===== src/rtl/piso_serializer_pkg.sv =====
`default_nettype none
// ============================================================================
// piso_serializer_pkg : state encoding and defaults shared with detector side
// Rev 1.0
// ============================================================================
package piso_serializer_pkg;

  localparam logic ST_IDLE          = 1'b0;
  localparam logic ST_SHIFT         = 1'b1;

  // Idle line level that keeps the downstream detector in its start state
  localparam logic DEFAULT_IDLE_BIT = 1'b1;

  typedef enum logic {
    S_IDLE  = ST_IDLE,
    S_SHIFT = ST_SHIFT
  } piso_state_e;

endpackage : piso_serializer_pkg
`default_nettype wire


===== src/rtl/piso_serializer.sv =====
`default_nettype none
// ============================================================================
// piso_serializer : valid/ready parallel-in, one-bit-per-clock serial-out stage
// Rev 1.0
// ============================================================================
module piso_serializer
  import piso_serializer_pkg::*;
#(
  parameter int WIDTH     = 8,
  parameter bit MSB_FIRST = 1'b1,
  parameter bit IDLE_BIT  = DEFAULT_IDLE_BIT
) (
  input  logic             clk,
  input  logic             rst,
  input  logic [WIDTH-1:0] din,
  input  logic             din_valid,
  output logic             din_ready,
  output logic             dout_bit,
  output logic             dout_valid,
  output logic             last_bit
);

  localparam int            CW       = $clog2(WIDTH);
  localparam logic [CW-1:0] CNT_LAST = CW'(WIDTH - 1);

  piso_state_e      state_q, state_d;
  logic [WIDTH-1:0] sreg_q, sreg_d;
  logic [CW-1:0]    cnt_q, cnt_d;

  logic [WIDTH-1:0] sreg_shifted;
  logic             head_bit;
  logic             busy;
  logic             accept;

  // The output end of the shift register depends on bit order
  generate
    if (MSB_FIRST) begin : g_msb_first
      assign head_bit     = sreg_q[WIDTH-1];
      assign sreg_shifted = {sreg_q[WIDTH-2:0], 1'b0};
    end else begin : g_lsb_first
      assign head_bit     = sreg_q[0];
      assign sreg_shifted = {1'b0, sreg_q[WIDTH-1:1]};
    end
  endgenerate

  assign busy       = (state_q == S_SHIFT);
  assign last_bit   = busy && (cnt_q == CNT_LAST);
  assign din_ready  = !busy || last_bit;
  assign dout_valid = busy;
  assign dout_bit   = busy ? head_bit : IDLE_BIT;
  assign accept     = din_valid && din_ready;

  always_comb begin
    state_d = state_q;
    sreg_d  = sreg_q;
    cnt_d   = cnt_q;
    if (accept) begin
      // Loading on the last_bit cycle gives gap-free back-to-back words
      state_d = S_SHIFT;
      sreg_d  = din;
      cnt_d   = '0;
    end else if (busy) begin
      if (cnt_q == CNT_LAST) begin
        state_d = S_IDLE;
      end else begin
        sreg_d = sreg_shifted;
        cnt_d  = cnt_q + CW'(1);
      end
    end
  end

  always_ff @(posedge clk or posedge rst) begin
    if (rst) begin
      state_q <= S_IDLE;
      sreg_q  <= '0;
      cnt_q   <= '0;
    end else begin
      state_q <= state_d;
      sreg_q  <= sreg_d;
      cnt_q   <= cnt_d;
    end
  end

endmodule : piso_serializer
`default_nettype wire


===== config.mk =====
export PLATFORM = sky130hd
export DESIGN_NAME = piso_serializer
export DESIGN_NICKNAME = d
export VERILOG_FILES = /design/src/rtl/piso_serializer_pkg.sv /design/src/rtl/piso_serializer.sv
export SDC_FILE = /design/constraint.sdc
export NUM_CORES = 1
export LEC_CHECK = 0
export BUFFER_PORTS_ARGS = -buffer_cell sky130_fd_sc_hd__buf_4
export CAP_MARGIN = 40
export CORE_UTILIZATION = 45
export CTS_CLUSTER_SIZE = 24
export DETAILED_ROUTE_END_ITERATION = 7
export PLACE_DENSITY = 0.8
export SLEW_MARGIN = 30
export SYNTH_ARGS = -nofsm -noshare
export SYNTH_HDL_FRONTEND = slang
export SYNTH_SLANG_ARGS = --single-unit

===== constraint.sdc =====
create_clock -name clk -period 2.8 [get_ports clk]
set_clock_uncertainty 0.1 [all_clocks]
set_input_delay 0.14 -clock clk [delete_from_list [all_inputs] [get_ports clk]]
set_output_delay 0.14 -clock clk [all_outputs]
set_load 0.01 [all_outputs]

Word level (Yosys, flattened, before mapping):

Cells that the tools add are included.

* bits in registers: 12
* input bits: 11

* add/sub/neg operators: 1
* equality and inequality tests: 2
* muxes and demuxes: 10
* reductions and logical operators: 6

Operator list (number)
* $mux 8: 3
* $mux 3: 3
* $mux 1: 4
* $add 3x1->3 const B: 1
* $eq 3x3->1 const B: 1
* $logic_and 1x1->1: 2
* $ne 2x2->1 const B: 1
* $reduce_and 2->1: 1
* $reduce_bool 2->1: 1
* $logic_not 1->1: 1
* $logic_or 1x1->1: 1

Longest topological paths before layout:

Gate-level depths: netlist (run 1).

* depth after elaboration: 6
* gate-level depth with buffers: 6
* gate-level depth less buffers: 5

Worst setup path before layout (run 1):

No wires, ideal clock.

* kind: reg-to-reg
* start point: register cnt_q[0]
* end point: register cnt_q[0]
* arrival time: 1.246 ns
* data required time: 2.620 ns
* setup slack: 1.374 ns
* cell stages (with the launch flop): 7
* path buffers: 1
* period minus slack after synthesis: 1.426 ns
* cells stage by stage: dfrtp_1 ha_1 ha_1 nor2b_4 buf_6 inv_2 mux2i_4

* word-level cells in the longest chain between the ends: 6

RTL lines
* from (decl): RTL line piso_serializer.sv:28 `logic [CW-1:0] cnt_q, cnt_d;`
* from (signal assigned): RTL line piso_serializer.sv:80 `cnt_q <= cnt_d;`
* $eq 3x3->1 (*): RTL line piso_serializer.sv:47 `assign last_bit = busy && (cnt_q == CNT_LAST);`
* $logic_and 1x1->1 (*): RTL line piso_serializer.sv:47
* $logic_or 1x1->1 (*): RTL line piso_serializer.sv:48 `assign din_ready = !busy || last_bit;`
* via din_ready: RTL line piso_serializer.sv:17 `output logic din_ready,`
* $logic_and 1x1->1 (*): RTL line piso_serializer.sv:51 `assign accept = din_valid && din_ready;`
* $ne 2x2->1 (no line) or $reduce_bool 2->1 (tied branches)
* $reduce_and 2->1 (no line)

Mark *: on every way through the listed nets, which the timed path passes. The rest lies on a longest branch. The select of a mux whose other input is x is not followed.
A chain may end at the register's enable or synchronous reset.

Worst setup path in the final report (run 1):

* start point: register cnt_q[0]
* end point: output din_ready

* word-level cells in the longest chain between the ends: 3

RTL lines (RTL line)
* $eq 3x3->1: piso_serializer.sv:47
* $logic_and 1x1->1: piso_serializer.sv:47
* $logic_or 1x1->1: piso_serializer.sv:48
* to (decl): piso_serializer.sv:17

No other way between the ends.

==> out/metrics.csv, run 1 <==
metric,value,unit
status,"complete, no violations",
Iteration-0 DRC Markers,7,
final hold vios,0,
hold_buf cts,1,
Detailed Routing Iterations Pass 1,4,
critical path buffer and inverter count,2,
WP data required,2.56,ns
max_slew headroom,0.698,
Seq cells post-synth,12,
setup TNS,0,ns
Via Count,416,
CP endpoint kind,output port,
final cell count without fillers,83,
# Max-Cap Violations,0,
final WL,955,um
Max Freq,500,MHz
dpl cells,78,
initial antenna violation count,0,
first-pass GRT wire length,1610,um
post-CTS setup buffer count,0,
register area,300,um2
Syn Inst Count,53,
worst path cell trace,ha_1 -> ha_1 -> nor2b_4 -> inv_2 -> buf_4,
htree depth,1,
Power Density,954,mW/mm2
CTS max path bufs,2,
Ys Warns,0,
Worst Tran Pin Value,0.452,ns
number of remaining DRC errors,0,
row count,12,
CP peak stage delay,0.42,ns
Final setup viols,0,
vias in the first global route,413,
n_diodes,0,
CP Data Arrival Time,1.76,ns
CTS sink count,12,
CTS tree,built,
nets,83,
Synth cell types,16,
Mapped Area,593,um2
syn avg cell area,11.2,um2
full die area,0.00147,mm2
Synth Net Count,66,
port buffer count,14,
Worst Hold Class,input port to register,
Root Driver,clkbuf_4,
Slowest cell on crit path,dfrtp_1,
Startpoint Class,register,
critical path's most frequent cell,ha_1,
"Slew Viols, Final",0,
clock slew at reported path FFs,0.07,ns
Worst-Skew Late Latency,0.28,ns
proportion of layout cells with a drive suffix above 1,0.319,
leakage,0.384,nW
crit path time final,2.00,ns
CTS buffer count,3,
CP top delay family,adder cells,
Total Routing Usage GR,0.178,
worst vdd ir,0.000402,V
routability congestion estimate,0.665,
Die Y,38.3,um
CTS-repair resized insts,0,
Worst Setup Path Type,register to output port,
Crit Path Max Fanout,21,
# IOs,15,
Min Hold Slack,0.0127,ns
power consumption,0.702,mW
Multi-input gate area,259,um2
total gr overflow,0,
sequential fraction of the synthesis area,0.506,
Layout fillers,111,
antenna-violating nets left,0,
largest net degree at the start of global routing,22,
dpl hpwl,716,um
Vias/cell,5.01,
area delta synth->final,24.1,%
die width,38.3,um
WL/cell,11.5,um
Tcrit/Tclk final,0.714,
RSZ-0062 raised after global routing,false,
Starting Density,0.506,
Core ar.,0.00117,mm2
kinds of logic after synthesis:
kind of cell / Yosys count / synth area share
fa+ha+maj: 2 / 0.0422
buf+inv: 5 / 0.0569
simple gates: 16 / 0.146
flops: 12 / 0.506
mux: 9 / 0.173
compound gates: 9 / 0.0759
Yosys cell counts:
master    instances  share of area
nand2_1           9          0.057
dfrtp_1          12           0.51
nor2b_4           1          0.023
mux2i_1           8           0.14
nand2b_1          2          0.021
inv_2             1         0.0063
mux2i_4           1          0.038
nor2_1            1         0.0063
or2b_1            1          0.013
o21ai_1           9          0.076
or2_4             1          0.015
inv_1             1         0.0063
buf_6             1          0.019
ha_1              2          0.042
buf_4             2          0.025
and2_1            1          0.011
layout by cell type (no fill, tap or decap), types with 2 or more instances in the layout:
cell,instances
buf_4,14
ha_1,2
mux2i_1,8
nand2b_1,2
o21ai_1,9
dfrtp_1,12
clkbuf_4,3
nand2_1,9
worst min-delay path, cell delays in order:
cell	delay, ns
buf_4	0.08
mux2i_1	0.05
nor2_1	0.08
path summary, 6_finish.rpt:
check	end	slack (ns)	from	depth (start not counted)
max	din_ready	0.80	cnt_q[0]	5
min	sreg_q[0]	0.01	din[0]	3
max reg2reg	cnt_q[0]	1.09	cnt_q[0]	5
min reg2reg	sreg_q[4]	0.39	sreg_q[3]	2
max in group asynchronous	sreg_q[1]	1.97	rst	3
min in group asynchronous	sreg_q[2]	0.32	rst	3
where the power goes:
group / leakage, nW / switching, mW / internal [mW]
registers: 0.152 / 0.0426 / 0.242
clock network: 0.0210 / 0.0604 / 0.0791
logic: 0.210 / 0.139 / 0.139
through the flow:
step            util  worst slack [ns]  cell area, um2
3_5_place_dp   0.589              1.08             689
3_3_place_gp   0.589              1.11             689
6_report       0.628             0.801             736
5_1_grt        0.628             0.665             736
4_1_cts        0.628             0.785             736
2_1_floorplan      -              1.37             593
sequential cells by signal, summed over array words and instances, names as in the netlist:
name        flops
sreg_q          8
dout_valid      1
cnt_q           3
per-layer routing:
metal	global-route usage	wire length (um)
met5	0	0
met4	0.188	27
met3	0.0349	46
met2	0.292	491
met1	0.179	390
cell type report:
type                       instances  share of cell area
clock buffer                       4              0.0493
inverter                           2              0.0102
multi-input combinational         36               0.352
sequential                        12               0.408
tap                               14              0.0238
timing repair buffer              15               0.156
(Power assumes the default switching activity.)
==> run 2: changes to the inputs <==
--- a/config.mk
+++ b/config.mk
@@ -7,10 +7,10 @@
 export LEC_CHECK = 0
 export BUFFER_PORTS_ARGS = -buffer_cell sky130_fd_sc_hd__buf_4
 export CAP_MARGIN = 40
-export CORE_UTILIZATION = 45
+export CORE_UTILIZATION = 44
 export CTS_CLUSTER_SIZE = 24
 export DETAILED_ROUTE_END_ITERATION = 7
-export PLACE_DENSITY = 0.8
+export PLACE_DENSITY = 0.82
 export SLEW_MARGIN = 30
 export SYNTH_ARGS = -nofsm -noshare
 export SYNTH_HDL_FRONTEND = slang
==> constraint.sdc (replaced) <==
create_clock -name clk -period 1.6 [get_ports clk]
set_clock_uncertainty 0.1 [all_clocks]
set_input_delay 0.08 -clock clk [delete_from_list [all_inputs] [get_ports clk]]
set_output_delay 0.08 -clock clk [all_outputs]
set_load 0.01 [all_outputs]
==> run 2 against run 1 <==
Total power increased by 98%. Non-clock buffer count increased by 11. Register-to-register slack worse by 0.98 ns. Combinational power rose by 130%. Final cell count increased by 13%. Largest cell class unchanged. Global-route usage rose by 1.7 points. Flip-flop and latch count unchanged. Critical path depth did not move. Worst setup slack worse by 0.75 ns. Critical endpoint unchanged. Largest power group is now combinational logic. Die area is 2.2% higher. Hold slack worse by 0.0012 ns.
==> out/metrics.csv, run 2 (synthesis gave the netlist of run 1 again) <==
metric,value,unit,change
status,"complete, no violations",,unchanged
Root Driver,clkbuf_4,,unchanged
CP Data Arrival Time,1.37,ns,was 1.76 ns
Logic pwr share,0.468,,was 0.396
proportion of layout cells with a drive suffix above 1,0.363,,was 0.319
CTS buffer count,3,,unchanged
Psw,0.469,mW,was 0.242 mW
max_slew headroom,0.687,,was 0.698
total gr overflow,0,,unchanged
Largest Register,sreg_q,,unchanged
# IOs,15,,unchanged
leakage,0.430,nW,was 0.384 nW
most frequent cells in the layout,"18 x buf_4, 12 x dfrtp_1, 9 x nand2_1, 9 x o21ai_1, 8 x mux2i_1",,"was 14 x buf_4, 12 x dfrtp_1, 9 x nand2_1, 9 x o21ai_1, 8 x mux2i_1"
Detailed Routing Iterations Pass 1,4,,unchanged
full die area,0.00150,mm2,was 0.00147 mm2
dpl hpwl,773,um,was 716 um
cell-internal power,0.924,mW,was 0.460 mW
initial antenna violation count,0,,unchanged
R2R Setup Slk,0.11,ns,was 1.09 ns
Worst Tran Pin Value,0.470,ns,was 0.452 ns
antenna-violating nets left,0,,unchanged
max reg flops,8,,unchanged
Starting Density,0.506,,unchanged
CP endpoint kind,output port,,unchanged
Max Freq,646,MHz,
power consumption,1.39,mW,was 0.702 mW
port buffer count,14,,unchanged
number of remaining DRC errors,0,,unchanged
Flop pwr share,0.358,,was 0.406
DR top layer,met3,,was met4
# Max-Cap Violations,0,,unchanged
Total Routing Usage GR,0.195,,was 0.178
Worst Setup Path Type,register to output port,,unchanged
WL/cell,12.9,um,was 11.5 um
routability congestion estimate,0.677,,was 0.665
Via Count,464,,was 416
Min-Delay Endpoint,sreg_q[7],,was sreg_q[0]
Startpoint Class,register,,unchanged
Worst Reg-to-Reg Cells,7,,was 5
RSZ-0062 raised after global routing,false,,unchanged
nets,94,,was 83
Worst-Skew Late Latency,0.27,ns,was 0.28 ns
area delta synth->final,43.7,%,was 24.1%
first-pass GRT wire length,1860,um,was 1610 um
clock slew at reported path FFs,0.08,ns,was 0.07 ns
power share of the clock group,0.175,,was 0.199
Hold Startpoint,din[7],,was din[0]
"most common cell after layout, fill and taps aside",buf_4,,unchanged
htree depth,1,,unchanged
CTS sink count,12,,unchanged
Power Density,1630,mW/mm2,was 954 mW/mm2
Worst Hold Class,input port to register,,unchanged
Iteration-0 DRC Markers,4,,was 7
placed cell areas,712,um2,was 689 um2
Crit Path Max Fanout,2,,was 21
largest net degree at the start of global routing,13,,was 22
crit path time final,1.55,ns,
Die Y,38.7,um,was 38.3 um
CTS tree,built,,unchanged
final WL,1220,um,was 955 um
Sw Ratio,0.337,,was 0.345
Final setup viols,0,,unchanged
"Slew Viols, Final",0,,unchanged
die width,38.7,um,was 38.3 um
R2R Path End,sreg_q[1],,was cnt_q[0]
wire length on met3,59,um,was 46 um
setup TNS,0,ns,unchanged
utilization after layout,0.728,,was 0.628
hold path cells,3,,unchanged
n_diodes,0,,unchanged
CTS max path bufs,2,,unchanged
vias in the first global route,429,,was 413
worst vdd ir,0.00108,V,was 0.000402 V
Core ar.,0.00117,mm2,unchanged
Metal-1 WL,464,um,was 390 um
R2R Path Start,cnt_q[0],,unchanged
WP data required,1.42,ns,was 2.56 ns
Tcrit/Tclk final,0.968,,
met2 routed WL,690,um,was 491 um
final hold vios,0,,unchanged
row count,12,,unchanged
Vias/cell,4.94,,was 5.01
final instance area,852,um2,was 736 um2
-- run 2: changes by cell type in the layout (fill, tap and decap cells not counted) --
| cell | previous run | this run |
|---|---|---|
| ha_2 | 0 | 1 |
| buf_4 | 14 | 18 |
| dlygate4sd3_1 | 1 | 7 |
| ha_1 | 2 | 0 |
| ha_4 | 0 | 1 |
| buf_6 | 0 | 1 |
-- run 2: per-stage QoR --
| step | std cells | hold slack [ns] | worst slack, ns |
|---|---|---|---|
| after floorplan | 53 | -0.155 | 0.174 |
| after global placement | 81 | 0.0174 | 0.128 |
| after detailed placement | 81 | 0.0253 | 0.0622 |
| after CTS | 93 | 0.00397 | 0.0200 |
| after global routing | 94 | 0.0263 | 0.0112 |
| final | 94 | 0.0115 | 0.0520 |
-- run 2: power by group through the flow --
stage | clock, mW | sequential, mW | combinational [mW]
after CTS | 0.250 | 0.491 | 0.597
after floorplan | 0 | 0.488 | 0.397
final | 0.243 | 0.498 | 0.651
after global routing | 0.258 | 0.506 | 0.738
after detailed placement | 0 | 0.497 | 0.558
after global placement | 0 | 0.489 | 0.535
-- run 2: worst max path at each step --
stage | start | endpoint | cells after the start
after global routing | cnt_q[0] | din_ready | 5
after detailed placement | cnt_q[0] | sreg_q[1] | 6
after floorplan | cnt_q[0] | cnt_q[0] | 6
after CTS | cnt_q[0] | din_ready | 5
after global placement | cnt_q[0] | sreg_q[2] | 6
final | cnt_q[0] | din_ready | 5
-- run 2: area by class of cell --
| type | instances | area, um2 |
|---|---|---|
| Sequential cell | 12 | 300 |
| Tap cell | 14 | 17.5 |
| Inverter | 2 | 7.51 |
| Multi-Input combinational cell | 36 | 274 |
| Clock buffer | 4 | 36.3 |
| Fill cell | 92 | 319 |
| Timing Repair Buffer | 26 | 216 |
-- run 2: worst max-delay path: stages, from the launching register on --
cell,delay (ns)
dfrtp_1,0.40
ha_2,0.20
ha_4,0.17
nor2b_4,0.13
inv_2,0.06
buf_4,0.14
-- run 2: metal layers --
metal  vias up  track usage
li1        229            -
met2        14        0.354
met4         0       0.0517
met1       221        0.200
met3         0       0.0867
met5         -            0
-- run 2: timing repair --
action	in CTS	in global routing
hold buffers	7	0
resized for setup	1	3
endpoints found under the setup margin	1	5
endpoints found under the hold margin	18	0
setup buffers	1	1
==> run 3: changes to the inputs <==
--- a/config.mk
+++ b/config.mk
@@ -10,7 +10,7 @@
 export CORE_UTILIZATION = 44
 export CTS_CLUSTER_SIZE = 24
 export DETAILED_ROUTE_END_ITERATION = 7
-export PLACE_DENSITY = 0.82
+export PLACE_DENSITY = 0.76
 export SLEW_MARGIN = 30
 export SYNTH_ARGS = -nofsm -noshare
 export SYNTH_HDL_FRONTEND = slang
==> run 3 against run 2 <==
The run now ends with hold timing left. Hold slack lost 0.021 ns. Sequential power shrank 1%. Critical endpoint unchanged. Die area is the same. Combinational power shrank 3.5%. Fmax grew 0.93%. Final cell count shrank 1.1%. Largest cell class unchanged. Worst setup slack gained 0.014 ns. Sequential share of layout area grew 0.63 points. First-iteration DRC count grew to 3.3 times the previous value. Clock power shrank 23%.
==> out/metrics.csv, run 3 (synthesis gave the netlist of run 1 again) <==
metric,value,unit,change
CTS buffer count,3,,unchanged
Total Routing Usage GR,0.188,,was 0.195
full die area,0.00150,mm2,unchanged
dpl hpwl,635,um,was 773 um
Vias/cell,4.69,,was 4.94
max_slew headroom,0.691,,was 0.687
Iteration-0 DRC Markers,13,,was 4
htree depth,1,,unchanged
Detailed Routing Iterations Pass 1,4,,unchanged
Min Hold Slack,-0.00951,ns,was 0.0115 ns
setup TNS,0,ns,unchanged
clock slew at reported path FFs,0.08,ns,about the same
failing checks,hold timing,,
max reg flops,8,,unchanged
Power Density,1560,mW/mm2,was 1630 mW/mm2
RSZ-0062 raised after global routing,false,,unchanged
Root Driver,clkbuf_4,,unchanged
Worst Tran Pin Value,0.462,ns,was 0.470 ns
critical path buffer and inverter count,2,,unchanged
R2R Setup Slk,0.12,ns,was 0.11 ns
Worst Reg-to-Reg Cells,7,,unchanged
final WL,1110,um,was 1220 um
nets,94,,unchanged
Max Freq,652,MHz,was 646 MHz
Slowest cell on crit path,dfrtp_1,,unchanged
CP Data Arrival Time,1.35,ns,was 1.37 ns
CP peak stage delay,0.39,ns,was 0.40 ns
crit path time final,1.53,ns,was 1.55 ns
WL/cell,12.0,um,was 12.9 um
Worst Setup Path Type,register to output port,,unchanged
largest net degree at the start of global routing,18,,was 13
proportion of layout cells with a drive suffix above 1,0.329,,was 0.363
routability congestion estimate,0.639,,was 0.677
worst path cell trace,ha_1 -> ha_2 -> nor2b_4 -> inv_2 -> buf_4,,was ha_2 -> ha_4 -> nor2b_4 -> inv_2 -> buf_4
area delta synth->final,41.1,%,was 43.7%
CP endpoint kind,output port,,unchanged
Levels on crit path,5,,unchanged
Worst-Skew Late Latency,0.27,ns,about the same
status,"complete, but fails checks",,"was complete, no violations"
Tcrit/Tclk final,0.959,,was 0.968
first-pass GRT wire length,1830,um,was 1860 um
n_diodes,0,,unchanged
port buffer count,14,,unchanged
Crit Path Max Fanout,2,,unchanged
R2R Path Start,cnt_q[0],,unchanged
Starting Density,0.506,,unchanged
Largest Register,sreg_q,,unchanged
initial antenna violation count,0,,unchanged
Die Y,38.7,um,unchanged
final hold vios,1,,was 0
"Slew Viols, Final",0,,unchanged
vias in the first global route,433,,was 429
Layout fillers,99,,was 92
CP top delay family,flip-flops,,unchanged
Startpoint Class,register,,unchanged
die width,38.7,um,unchanged
worst vdd ir,0.000984,V,was 0.00108 V
Via Count,436,,was 464
Hold Startpoint,din[4],,was din[7]
"most common cell after layout, fill and taps aside",buf_4,,unchanged
number of remaining DRC errors,0,,unchanged
Worst Hold Class,input port to register,,unchanged
WP data required,1.42,ns,about the same
Core ar.,0.00117,mm2,unchanged
R2R Path End,sreg_q[6],,was sreg_q[1]
Final setup viols,0,,unchanged
# IOs,15,,unchanged
row count,12,,unchanged
Min-Delay Endpoint,sreg_q[4],,was sreg_q[7]
hold path cells,3,,unchanged
CTS max path bufs,2,,unchanged
antenna-violating nets left,0,,unchanged
power consumption,1.31,mW,was 1.39 mW
most frequent cells in the layout,"17 x buf_4, 12 x dfrtp_1, 9 x nand2_1, 9 x o21ai_1",,"was 18 x buf_4, 12 x dfrtp_1, 9 x nand2_1, 9 x o21ai_1, 8 x mux2i_1"
CTS sink count,12,,unchanged
# Max-Cap Violations,0,,unchanged
leakage,0.428,nW,was 0.430 nW
CTS tree,built,,unchanged
total gr overflow,0,,unchanged
[run 3: cell types whose count changed in the layout (fill, tap and decap cells not counted), sizes merged]
cell / change
dlygate4sd3: +1
buf: -1
clkbuf: -1
[run 3: what timing repair did]
action,in CTS,in global routing
setup buffers,2,1
resized for setup,0,1
hold buffers,8,0
endpoints found under the hold margin,19,0
endpoints found under the setup margin,1,3
gates cloned,0,0
[run 3: area by class of cell]
class / count / area [um2] / area share
flip-flops and latches: 12 / 300 / 0.359
multi-input cells: 36 / 262 / 0.312
repair buffers: 26 / 228 / 0.272
clock buffers: 3 / 22.5 / 0.0269
well taps: 14 / 17.5 / 0.0209
inverters: 2 / 7.51 / 0.00897
[run 3: worst register-to-register path: stages (launching register included)]
cell and delay (ns):
dfrtp_1 0.39, ha_1 0.20, ha_2 0.19, nor2b_4 0.13
buf_4 0.15, buf_12 0.13, nand2_1 0.05, o21ai_1 0.08
[run 3: where the power goes]
| group | total (mW) | switching, mW | internal (mW) | leakage, nW |
|---|---|---|---|---|
| logic | 0.628 | 0.277 | 0.351 | 0.262 |
| clock network | 0.187 | 0.100 | 0.0869 | 0.0138 |
| registers | 0.492 | 0.0678 | 0.424 | 0.152 |
[run 3: per-stage QoR]
| step | instance area [um2] | setup WS [ns] | hold slack [ns] | utilization | std cells |
|---|---|---|---|---|---|
| floorplan | 593 | 0.174 | -0.155 | - | 53 |
| global placement | 709 | 0.128 | 0.0170 | 0.606 | 79 |
| detailed placement | 709 | 0.107 | 0.0236 | 0.606 | 79 |
| CTS | 827 | 0.0341 | 0.00311 | 0.706 | 92 |
| global route | 837 | 0.00292 | 0.00283 | 0.715 | 93 |
| finish | 837 | 0.0663 | -0.00951 | 0.715 | 93 |
[run 3: how the worst max path moves through the flow]
stage                   from        end  slack, ns
finish              cnt_q[0]  din_ready       0.07
global route        cnt_q[0]  din_ready      0.003
CTS                 cnt_q[0]  din_ready       0.03
detailed placement  cnt_q[0]  sreg_q[4]       0.11
global placement    cnt_q[0]  sreg_q[3]       0.13
floorplan           cnt_q[0]   cnt_q[0]       0.17
[run 3: metal layers]
metal | part of all wire | up-vias | GRT usage | wire length [um]
met5 | 0 | - | 0 | 0
met4 | 0 | 0 | 0.0776 | 0
met3 | 0.038 | 0 | 0.0520 | 42
met2 | 0.49 | 11 | 0.313 | 544
met1 | 0.47 | 196 | 0.225 | 527
li1 | - | 229 | - | -
